## src/rtl/dct_pkg.sv

```systemverilog
// Shared types and constants for the DCT coefficient collector.
package dct_pkg;

  localparam int DATA_W    = 22;
  localparam int N         = 4;
  localparam int BLK_COEFS = 16;

  localparam logic [3:0] LAST_IDX = 4'(BLK_COEFS - 1);

  typedef logic [DATA_W-1:0] coef_t;
  typedef coef_t [N-1:0]     col_t;

endpackage

```

## src/rtl/dct_coef_bank.sv

```systemverilog
// One 4x4 coefficient bank: whole-column write port, combinational element read.
module dct_coef_bank
  import dct_pkg::*;
(
  input  logic                clk,
  input  logic                we,
  input  logic [1:0]          wcol,
  input  logic [N*DATA_W-1:0] wdata,
  input  logic [1:0]          rrow,
  input  logic [1:0]          rcol,
  output logic [DATA_W-1:0]   rdata
);

  coef_t mem_q [N][N];
  col_t  wcol_data;

  assign wcol_data = wdata;

  // Storage only; contents are deliberately left unreset.
  always_ff @(posedge clk) begin
    if (we) begin
      for (int r = 0; r < N; r++) begin
        mem_q[r][wcol] <= wcol_data[r];
      end
    end
  end

  assign rdata = mem_q[rrow][rcol];

endmodule

```

## src/rtl/dct_coef_collector.sv

```systemverilog
// Reassembles 4x4 blocks from a column stream into ping-pong banks and drains them
// row-major over valid/ready. Optional counters behind DCT_COLLECT_BLKCNT_EN.
module dct_coef_collector
  import dct_pkg::*;
(
  input  logic              clk,
  input  logic              rst,
  input  logic              valid_in,
  input  logic [DATA_W-1:0] col_in0,
  input  logic [DATA_W-1:0] col_in1,
  input  logic [DATA_W-1:0] col_in2,
  input  logic [DATA_W-1:0] col_in3,
  output logic              coef_valid,
  input  logic              coef_ready,
  output logic [DATA_W-1:0] coef_data,
  output logic [1:0]        coef_row,
  output logic [1:0]        coef_col,
  output logic              coef_last,
`ifdef DCT_COLLECT_BLKCNT_EN
  output logic [15:0]       blk_count,
  output logic [7:0]        drop_count,
`endif
  output logic              overflow
);

  logic       wr_bank_q, wr_bank_d;
  logic       rd_bank_q, rd_bank_d;
  logic [1:0] wr_col_q, wr_col_d;
  logic [1:0] full_q, full_d;
  logic       drop_q, drop_d;
  logic [3:0] rd_idx_q, rd_idx_d;
  logic       overflow_q, overflow_d;

  logic       xfer, blk_release, drop_now, wr_en, drop_evt;
  logic [1:0] full_rel;
  logic [N*DATA_W-1:0] wr_data;
  logic [DATA_W-1:0]   rdata0, rdata1;

  assign wr_data = {col_in3, col_in2, col_in1, col_in0};

  always_comb begin
    xfer        = full_q[rd_bank_q] && coef_ready;
    blk_release = xfer && (rd_idx_q == LAST_IDX);

    // A bank freed by this cycle's final handshake is already writable.
    full_rel = full_q;
    if (blk_release) full_rel[rd_bank_q] = 1'b0;

    drop_now = (wr_col_q == 2'd0) ? full_rel[wr_bank_q] : drop_q;
    wr_en    = valid_in && !drop_now;
    drop_evt = valid_in && (wr_col_q == 2'd0) && drop_now;

    full_d     = full_rel;
    wr_bank_d  = wr_bank_q;
    wr_col_d   = wr_col_q;
    drop_d     = drop_q;
    overflow_d = overflow_q;
    rd_bank_d  = rd_bank_q;
    rd_idx_d   = rd_idx_q;

    if (valid_in) begin
      wr_col_d = wr_col_q + 2'd1;
      if (drop_evt) begin
        drop_d     = 1'b1;
        overflow_d = 1'b1;
      end
      if (wr_col_q == 2'd3) begin
        drop_d = 1'b0;
        if (!drop_now) begin
          full_d[wr_bank_q] = 1'b1;
          wr_bank_d         = ~wr_bank_q;
        end
      end
    end

    if (xfer) begin
      rd_idx_d = rd_idx_q + 4'd1;
      if (blk_release) rd_bank_d = ~rd_bank_q;
    end
  end

  always_ff @(posedge clk or posedge rst) begin
    if (rst) begin
      wr_bank_q  <= 1'b0;
      rd_bank_q  <= 1'b0;
      wr_col_q   <= 2'd0;
      full_q     <= 2'b00;
      drop_q     <= 1'b0;
      rd_idx_q   <= 4'd0;
      overflow_q <= 1'b0;
    end else begin
      wr_bank_q  <= wr_bank_d;
      rd_bank_q  <= rd_bank_d;
      wr_col_q   <= wr_col_d;
      full_q     <= full_d;
      drop_q     <= drop_d;
      rd_idx_q   <= rd_idx_d;
      overflow_q <= overflow_d;
    end
  end

`ifdef DCT_COLLECT_BLKCNT_EN
  logic [15:0] blk_cnt_q;
  logic [7:0]  drop_cnt_q;

  always_ff @(posedge clk or posedge rst) begin
    if (rst) begin
      blk_cnt_q  <= 16'd0;
      drop_cnt_q <= 8'd0;
    end else begin
      if (blk_release) blk_cnt_q <= blk_cnt_q + 16'd1;
      if (drop_evt && (drop_cnt_q != 8'hFF)) drop_cnt_q <= drop_cnt_q + 8'd1;
    end
  end

  assign blk_count  = blk_cnt_q;
  assign drop_count = drop_cnt_q;
`endif

  dct_coef_bank u_bank0 (
    .clk   (clk),
    .we    (wr_en && !wr_bank_q),
    .wcol  (wr_col_q),
    .wdata (wr_data),
    .rrow  (rd_idx_q[3:2]),
    .rcol  (rd_idx_q[1:0]),
    .rdata (rdata0)
  );

  dct_coef_bank u_bank1 (
    .clk   (clk),
    .we    (wr_en && wr_bank_q),
    .wcol  (wr_col_q),
    .wdata (wr_data),
    .rrow  (rd_idx_q[3:2]),
    .rcol  (rd_idx_q[1:0]),
    .rdata (rdata1)
  );

  // Data is gated so unreset bank contents never reach the port while idle.
  assign coef_valid = full_q[rd_bank_q];
  assign coef_data  = coef_valid ? (rd_bank_q ? rdata1 : rdata0) : '0;
  assign coef_row   = rd_idx_q[3:2];
  assign coef_col   = rd_idx_q[1:0];
  assign coef_last  = coef_valid && (rd_idx_q == LAST_IDX);
  assign overflow   = overflow_q;

endmodule

```

## config.mk

```make
export PLATFORM = sky130hd
export DESIGN_NAME = dct_coef_collector
export DESIGN_NICKNAME = d
export VERILOG_FILES = /design/src/rtl/dct_pkg.sv /design/src/rtl/dct_coef_bank.sv /design/src/rtl/dct_coef_collector.sv
export SDC_FILE = /design/constraint.sdc
export NUM_CORES = 1
export LEC_CHECK = 0
export CAP_MARGIN = 10
export CORE_MARGIN = 5
export CORE_UTILIZATION = 32
export CTS_CLUSTER_SIZE = 30
export DETAILED_ROUTE_END_ITERATION = 10
export RECOVER_POWER = 25
export SLEW_MARGIN = 20
export SYNTH_ARGS = -nofsm -noshare
export SYNTH_HDL_FRONTEND = slang
export SYNTH_SLANG_ARGS = --single-unit
```

## constraint.sdc

```tcl
create_clock -name clk -period 5.5 [get_ports clk]
set_clock_uncertainty 0.05 [all_clocks]
set_input_delay 0.55 -clock clk [delete_from_list [all_inputs] [get_ports clk]]
set_output_delay 0.55 -clock clk [all_outputs]
set_load 0.03 [all_outputs]
```

After elaboration in Yosys (flattened, before gate mapping):

Memory sizes are Yosys's and may differ from the RTL's.
Index checks and enable logic that the tools add are counted.

* bits of input ports: 92
* RAM bits: 704
* word-level logic and storage cells: 76
* bits in registers: 12
* memories: 2

Memories
* u_bank0.mem_q: depth 4, bits a word 88, read ports 1, clocked after memory_dff 0, write ports 4, RTL line dct_coef_bank.sv:14 `coef_t mem_q [N][N];`
* u_bank1.mem_q: depth 4, bits a word 88, read ports 1, clocked after memory_dff 0, write ports 4, RTL line dct_coef_bank.sv:14

* eq/ne operators: 2
* multiplexer cells: 29
* reduce and logical (&&, ||, !) cells: 19
* bitwise logic cells: 8
* magnitude comparators: 7
* add/sub/neg operators: 2

Operators by type and width (count)
* $mux W88: 2
* $mux W22: 7
* $bmux W22 S2: 2
* $demux W22 S2: 1
* $logic_and A1 B1 Y1: 11
* $mux W1: 11
* $mux W2: 4
* $ge A3 B3 Y1 const B: 2
* $not A2 Y3: 2
* $reduce_and A2 Y1: 3
* $add A4 B1 Y4 const B: 1
* $eq A4 B4 Y1 const B: 1
* $lt A1 B2 Y1 const B: 2
* $lt A3 B1 Y1 const B: 1
* $not A1 Y1: 3
* $reduce_and A3 Y1: 1
* $add A2 B1 Y2 const B: 1
* $and A2 B2 Y2: 1
* $demux W1 S1: 2
* $eq A2 B2 Y1 const B: 1
* $ge A1 B1 Y1 const B: 2
* $logic_not A1 Y1: 2
* $logic_not A2 Y1: 1
* $not A2 Y2: 1
* other kinds (2): 2

Longest topological paths before layout:

* depth after elaboration: 15
* depth in mapped cells: 8
* mapped depth without buffers: 5

Hierarchy:

Synthesis repeated with hierarchy kept, for this count alone.

* cell total of the unflattened synthesis: 1199
* area total of the unflattened synthesis: 27582.7 um2

By module, submodules not included
* dct_coef_bank: sequential area each 10570.1 um2, area each 13301.5 um2, times used 2, cells each 543
* dct_coef_collector: sequential area each 300.3 um2, area each 979.7 um2, times used 1, cells each 113

Worst setup path before layout:

OpenSTA, ideal clock, no wires.

* kind: register to register
* start point: register rd_idx_q[2]
* end point: memory u_bank0.mem_q[0][0] (netlist name), enable pin
* data required time: 4.915 ns
* stages on the path, launching flop included: 8
* library setup time: 0.535 ns
* path slack: -0.399 ns
* period minus slack after synthesis: 5.899 ns
* data arrival time: 5.314 ns
* buffers on the path: 3
* cells stage by stage: dfrtp_1 buf_6 buf_8 buf_8 nand4_4 o21a_1 a211o_1 nor2_1

RTL lines
* start, declared: RTL line dct_coef_collector.sv:31 `logic [3:0] rd_idx_q, rd_idx_d;`
* start signal, assigned: RTL line dct_coef_collector.sv:97 `rd_idx_q <= rd_idx_d;`
* end, declared: RTL line dct_coef_bank.sv:14

Final worst setup path:

* start point: register rd_idx_q[3]
* end point: output coef_data[20]

* longest elaborated chain between the ends: 6
* elaborated cells on any way between the ends: 10
* those cells by class: 8 x mux; 2 x memory

RTL lines
* $mem_v2 Z4 W88
* $bmux W22 S2: RTL line dct_coef_bank.sv:28 `assign rdata = mem_q[rrow][rcol];`
* $mux W22 (not written as such) (2 in a row): RTL line dct_coef_bank.sv:28
* $mux W22 (*) (2 in a row): RTL line dct_coef_collector.sv:142 `assign coef_data = coef_valid ? (rd_bank_q ? rdata1 : rdata0) : '0;`
* end, declared: RTL line dct_coef_collector.sv:15 `output logic [DATA_W-1:0] coef_data,`

Mark *: on every way between the ends. The rest lies on a longest branch, timed or not. The select of a mux whose other input is x is not followed.

==> results by group <==
Placed design
  • Detailed placer's ending HPWL: 35660 microns
  • Cell count after placement: around 2500
  • PortBufs: 120
  • Routability congestion estimate from global placement: ~0.7

Power and ir drop
  • Switching fraction of total power: 0.3108
  • Share of total power in sequential cells: 0.409
  • Worst vdd ir: ~0.32 mV
  • Leakage: a little over 10 nW
  • Cell internal power dissipation: 11.85 mW
  • P_sw: around 5.3 mW
  • Power density over cell area: roughly 530 nW/um^2
  • Clock network power share: 0.283
  • Combinational share of power: 0.308

Drt
  • DRC marker count from the first detailed-route iteration: 801
  • Via count normalized by instance count: approximately 4.9
  • DRC violation count after routing: 0
  • Pre-antenna DRT Iters: 5
  • Total routed wirelength: 61130 microns
  • Wire per inst: around 23 microns
  • Via count of the routed design: 12940
  • Post-detailed-route count of antenna-violating nets: 0

Critical path
  • R2R Path Start: rd_idx_q[2]
  • Kind of end point of the critical path: output pin
  • Crit Reg-Reg Endpoint: u_bank1.mem_q[0][48]
  • Data arrival time of the critical path: a little under 4000 ps
  • WP data required: slightly below 5000 ps
  • End point of the critical path: coef_data[20]
  • Worst R2R Path Depth: 6
  • CP startpoint: rd_idx_q[3]
  • Sort of element at the start of the critical path: flip-flop
  • R2R Setup Slk: approximately 1800 ps
  • Largest driver fanout on the critical path: 56
  • Setup CP Type: flip-flop to output pin

STA
  • Post-Route Setup TNS: 0 ps
  • Count of endpoints failing setup in the final report: 0
  • Max-slew headroom: 0.3533
  • Final Hold Viols: 0
  • Max Fclk: ~220 MHz
  • Setup repair after global routing missed its margin: no
  • Period utilisation layout: 0.8291
  • Final period demand of the worst path: 4560 ps
  • Max Slew Vio Count: 0
  • Tightest Pin Transition: just under 1000 ps

Global route
  • Number of antenna violations at the first check in global routing: 10
  • Via count of the first global-routing pass: 13760
  • Maximum number of pins on one net before global-route repair: 65
  • Total global routing track utilization: 0.1301
  • Total overflow reported by the global router: 0
  • Global-route wire length before repair: 91360 microns

Clocking
  • Post-CTS Resized: 0
  • Number of buffers created by CTS: between 70 and 80
  • Worst-skew pair later-pin latency: around 600 ps
  • Clock sinks: about 700
  • Buffer count from post-CTS setup fixing: 0
  • Clock-pin transition on the worst setup and hold timing paths: around 60 ps
  • Count of H-tree levels built during CTS: 3
  • Cell at the root of the clock tree: sky130_fd_sc_hd__clkbuf_16
  • CTS tree: yes
  • Clk buf depth: 3
  • CTS Hold Bufs: 0

Logic synthesis
  • Post-Syn Area per Cell: around 22 sq um
  • Number of instances in the synthesized netlist: between 1000 and 1500
  • Commonest cells in the synthesized netlist: 704 x sky130_fd_sc_hd__edfxtp_1, 141 x sky130_fd_sc_hd__mux4_2, 64 x sky130_fd_sc_hd__mux2_2
  • Sequential fraction of the synthesis area: 0.7716
  • Dominant synthesized flop cell: sky130_fd_sc_hd__edfxtp_1
  • Number of different library cells in the post-synthesis netlist: 37
  • Number of synthesized register bits: between 700 and 800
  • Post-synthesis instance area: 27790 sq um
  • Async set-or-reset flop fraction in the synthesized netlist: 0.01676
  • Net count after synthesis: about 1400
  • Post-synth top area share: 0.7608
  • Number of synthesis warnings: 0
  • Post-synth EDFFs: 704
  • Dominant cell type by area after synthesis: sky130_fd_sc_hd__edfxtp_1
  • Most frequent cell after synthesis: sky130_fd_sc_hd__edfxtp_1
  • Top cells by area, synth: sky130_fd_sc_hd__edfxtp_1 76%, sky130_fd_sc_hd__mux4_2 11%, sky130_fd_sc_hd__mux2_2 2.6%, sky130_fd_sc_hd__mux2i_1 2.1%, sky130_fd_sc_hd__dfrtp_1 1.1%

Finish
  • Fill count: slightly below 8000
  • Area of all sequential standard cells: between 20000 and 25000 sq um
  • Layout cells sized above 1: 0.2442
  • Layout Nets: roughly 1500
  • Multi-input combinational cell area: 5898 sq um
  • Number of cells in the finished layout apart from fillers: between 2000 and 3000
  • Area delta synth->final: 17.81%

Floorplanning
  • Core footprint: 86480 sq um
  • Die area: ~93000 sq um
  • Initial standard-cell utilization of the core: 0.3213
  • I/O Pins: between 100 and 150
  • Die height: 304.7 microns
  • Floorplan row count: 108
  • Die width: around 300 microns

Run status
  • Run status: finished, final reports clean

Worst hold path
  • Worst hold path class: primary input to async pin

Job
  • Number of max-capacitance violations reported: 0
cell families after synthesis:
kind of cell,Yosys count,share of synthesized area
flip-flops,716,0.7716
multiplexers,269,0.1674
AO/OA/AOI/OAI,115,0.02792
buffers and inverters,82,0.01846
AND/OR/NAND/NOR,69,0.01112
adder cells (fa/ha/maj),5,0.002251
XOR/XNOR,4,0.001261
state kept, by name, summed over array words and instances, names as in the netlist:
| register | cells |
|---|---|
| u_bank0.mem_q | 352 |
| u_bank1.mem_q | 352 |
| rd_idx_q | 4 |
| full_q | 2 |
| wr_col_q | 2 |
| drop_q | 1 |
| overflow | 1 |
| rd_bank_q | 1 |
| wr_bank_q | 1 |
power groups by stage:
stage | Combinational, mW | Clock, mW | Sequential, mW
2_1_floorplan | 3.85 | 0 | 6.92
3_5_place_dp | 5.42 | 0 | 7.16
4_1_cts | 5.44 | 5.01 | 7.05
3_3_place_gp | 5.38 | 0 | 7.13
5_1_grt | 5.69 | 5.24 | 7.10
6_report | 5.30 | 4.87 | 7.04
placed cells by master (no fill, tap or decap), types with 3 or more instances in the layout:
master and count:
sky130_fd_sc_hd__edfxtp_1 704, sky130_fd_sc_hd__nand2_1 43, sky130_fd_sc_hd__clkbuf_16 77, sky130_fd_sc_hd__a22oi_1 9, sky130_fd_sc_hd__dfrtp_4 3, sky130_fd_sc_hd__xnor2_1 3
sky130_fd_sc_hd__buf_12 8, sky130_fd_sc_hd__clkdlybuf4s50_1 64, sky130_fd_sc_hd__dlygate4sd3_1 56, sky130_fd_sc_hd__a31oi_1 3, sky130_fd_sc_hd__mux4_1 7, sky130_fd_sc_hd__bufinv_16 6
sky130_fd_sc_hd__clkinv_1 12, sky130_fd_sc_hd__clkinv_2 11, sky130_fd_sc_hd__inv_6 3, sky130_fd_sc_hd__nor2_1 3, sky130_fd_sc_hd__clkbuf_1 14, sky130_fd_sc_hd__nand3_1 4
sky130_fd_sc_hd__o21ai_0 16, sky130_fd_sc_hd__and2_4 3, sky130_fd_sc_hd__a21oi_1 24, sky130_fd_sc_hd__mux2_2 64, sky130_fd_sc_hd__buf_4 23, sky130_fd_sc_hd__nor2_4 6
sky130_fd_sc_hd__o21ai_1 14, sky130_fd_sc_hd__a32oi_1 19, sky130_fd_sc_hd__inv_1 11, sky130_fd_sc_hd__mux2i_1 57, sky130_fd_sc_hd__a221oi_1 22, sky130_fd_sc_hd__mux4_2 141
sky130_fd_sc_hd__ha_1 5, sky130_fd_sc_hd__clkinvlp_4 3, sky130_fd_sc_hd__dfrtp_1 8
per-stage QoR:
stage               setup WS, ps  hold slack (ps)  power [mW]  utilization  instance area (sq um)
finish                     940.0            361.9       17.20       0.3785                  32740
global placement            1510            405.8       12.51       0.3512                  30370
floorplan                 -399.1            364.7       10.77            -                  27790
global route               741.6            379.3       18.04       0.3785                  32730
CTS                        844.2            195.8       17.50       0.3785                  32730
detailed placement          1546            420.3       12.58       0.3512                  30370
worst min path at each step:
stage                  endpoint  depth (start not counted)  slack [ps]
global placement       overflow                          1         410
detailed placement     overflow                          1         420
global route        rd_idx_q[3]                          2         380
floorplan                drop_q                          1         360
CTS                 rd_idx_q[3]                          2         200
finish                 overflow                          2         360
critical path, cell delays in order (launching register included):
cell and delay (ps):
sky130_fd_sc_hd__dfrtp_4 1070, sky130_fd_sc_hd__buf_12 400, sky130_fd_sc_hd__mux4_2 540, sky130_fd_sc_hd__mux2_2 270
sky130_fd_sc_hd__nand2_1 70, sky130_fd_sc_hd__a32oi_1 230, sky130_fd_sc_hd__clkdlybuf4s50_1 710
layer usage:
layer	track usage	wire, microns	up-vias
met5	0	60	-
met2	0.2120	29490	313
met4	0.03288	1098	10
met3	0.02590	2985	94
li1	-	-	5617
met1	0.1813	27490	6901
cell type report:
| class | count | area share |
|---|---|---|
| clock inverters | 39 | 0.01166 |
| well taps | 1155 | 0.04415 |
| clock buffers | 91 | 0.06047 |
| repair buffers | 151 | 0.04686 |
| flip-flops and latches | 716 | 0.6554 |
| multi-input cells | 462 | 0.1802 |
| inverters | 11 | 0.001261 |
| diodes | 1 | 0.00007644 |
(Power assumes the default switching activity.)
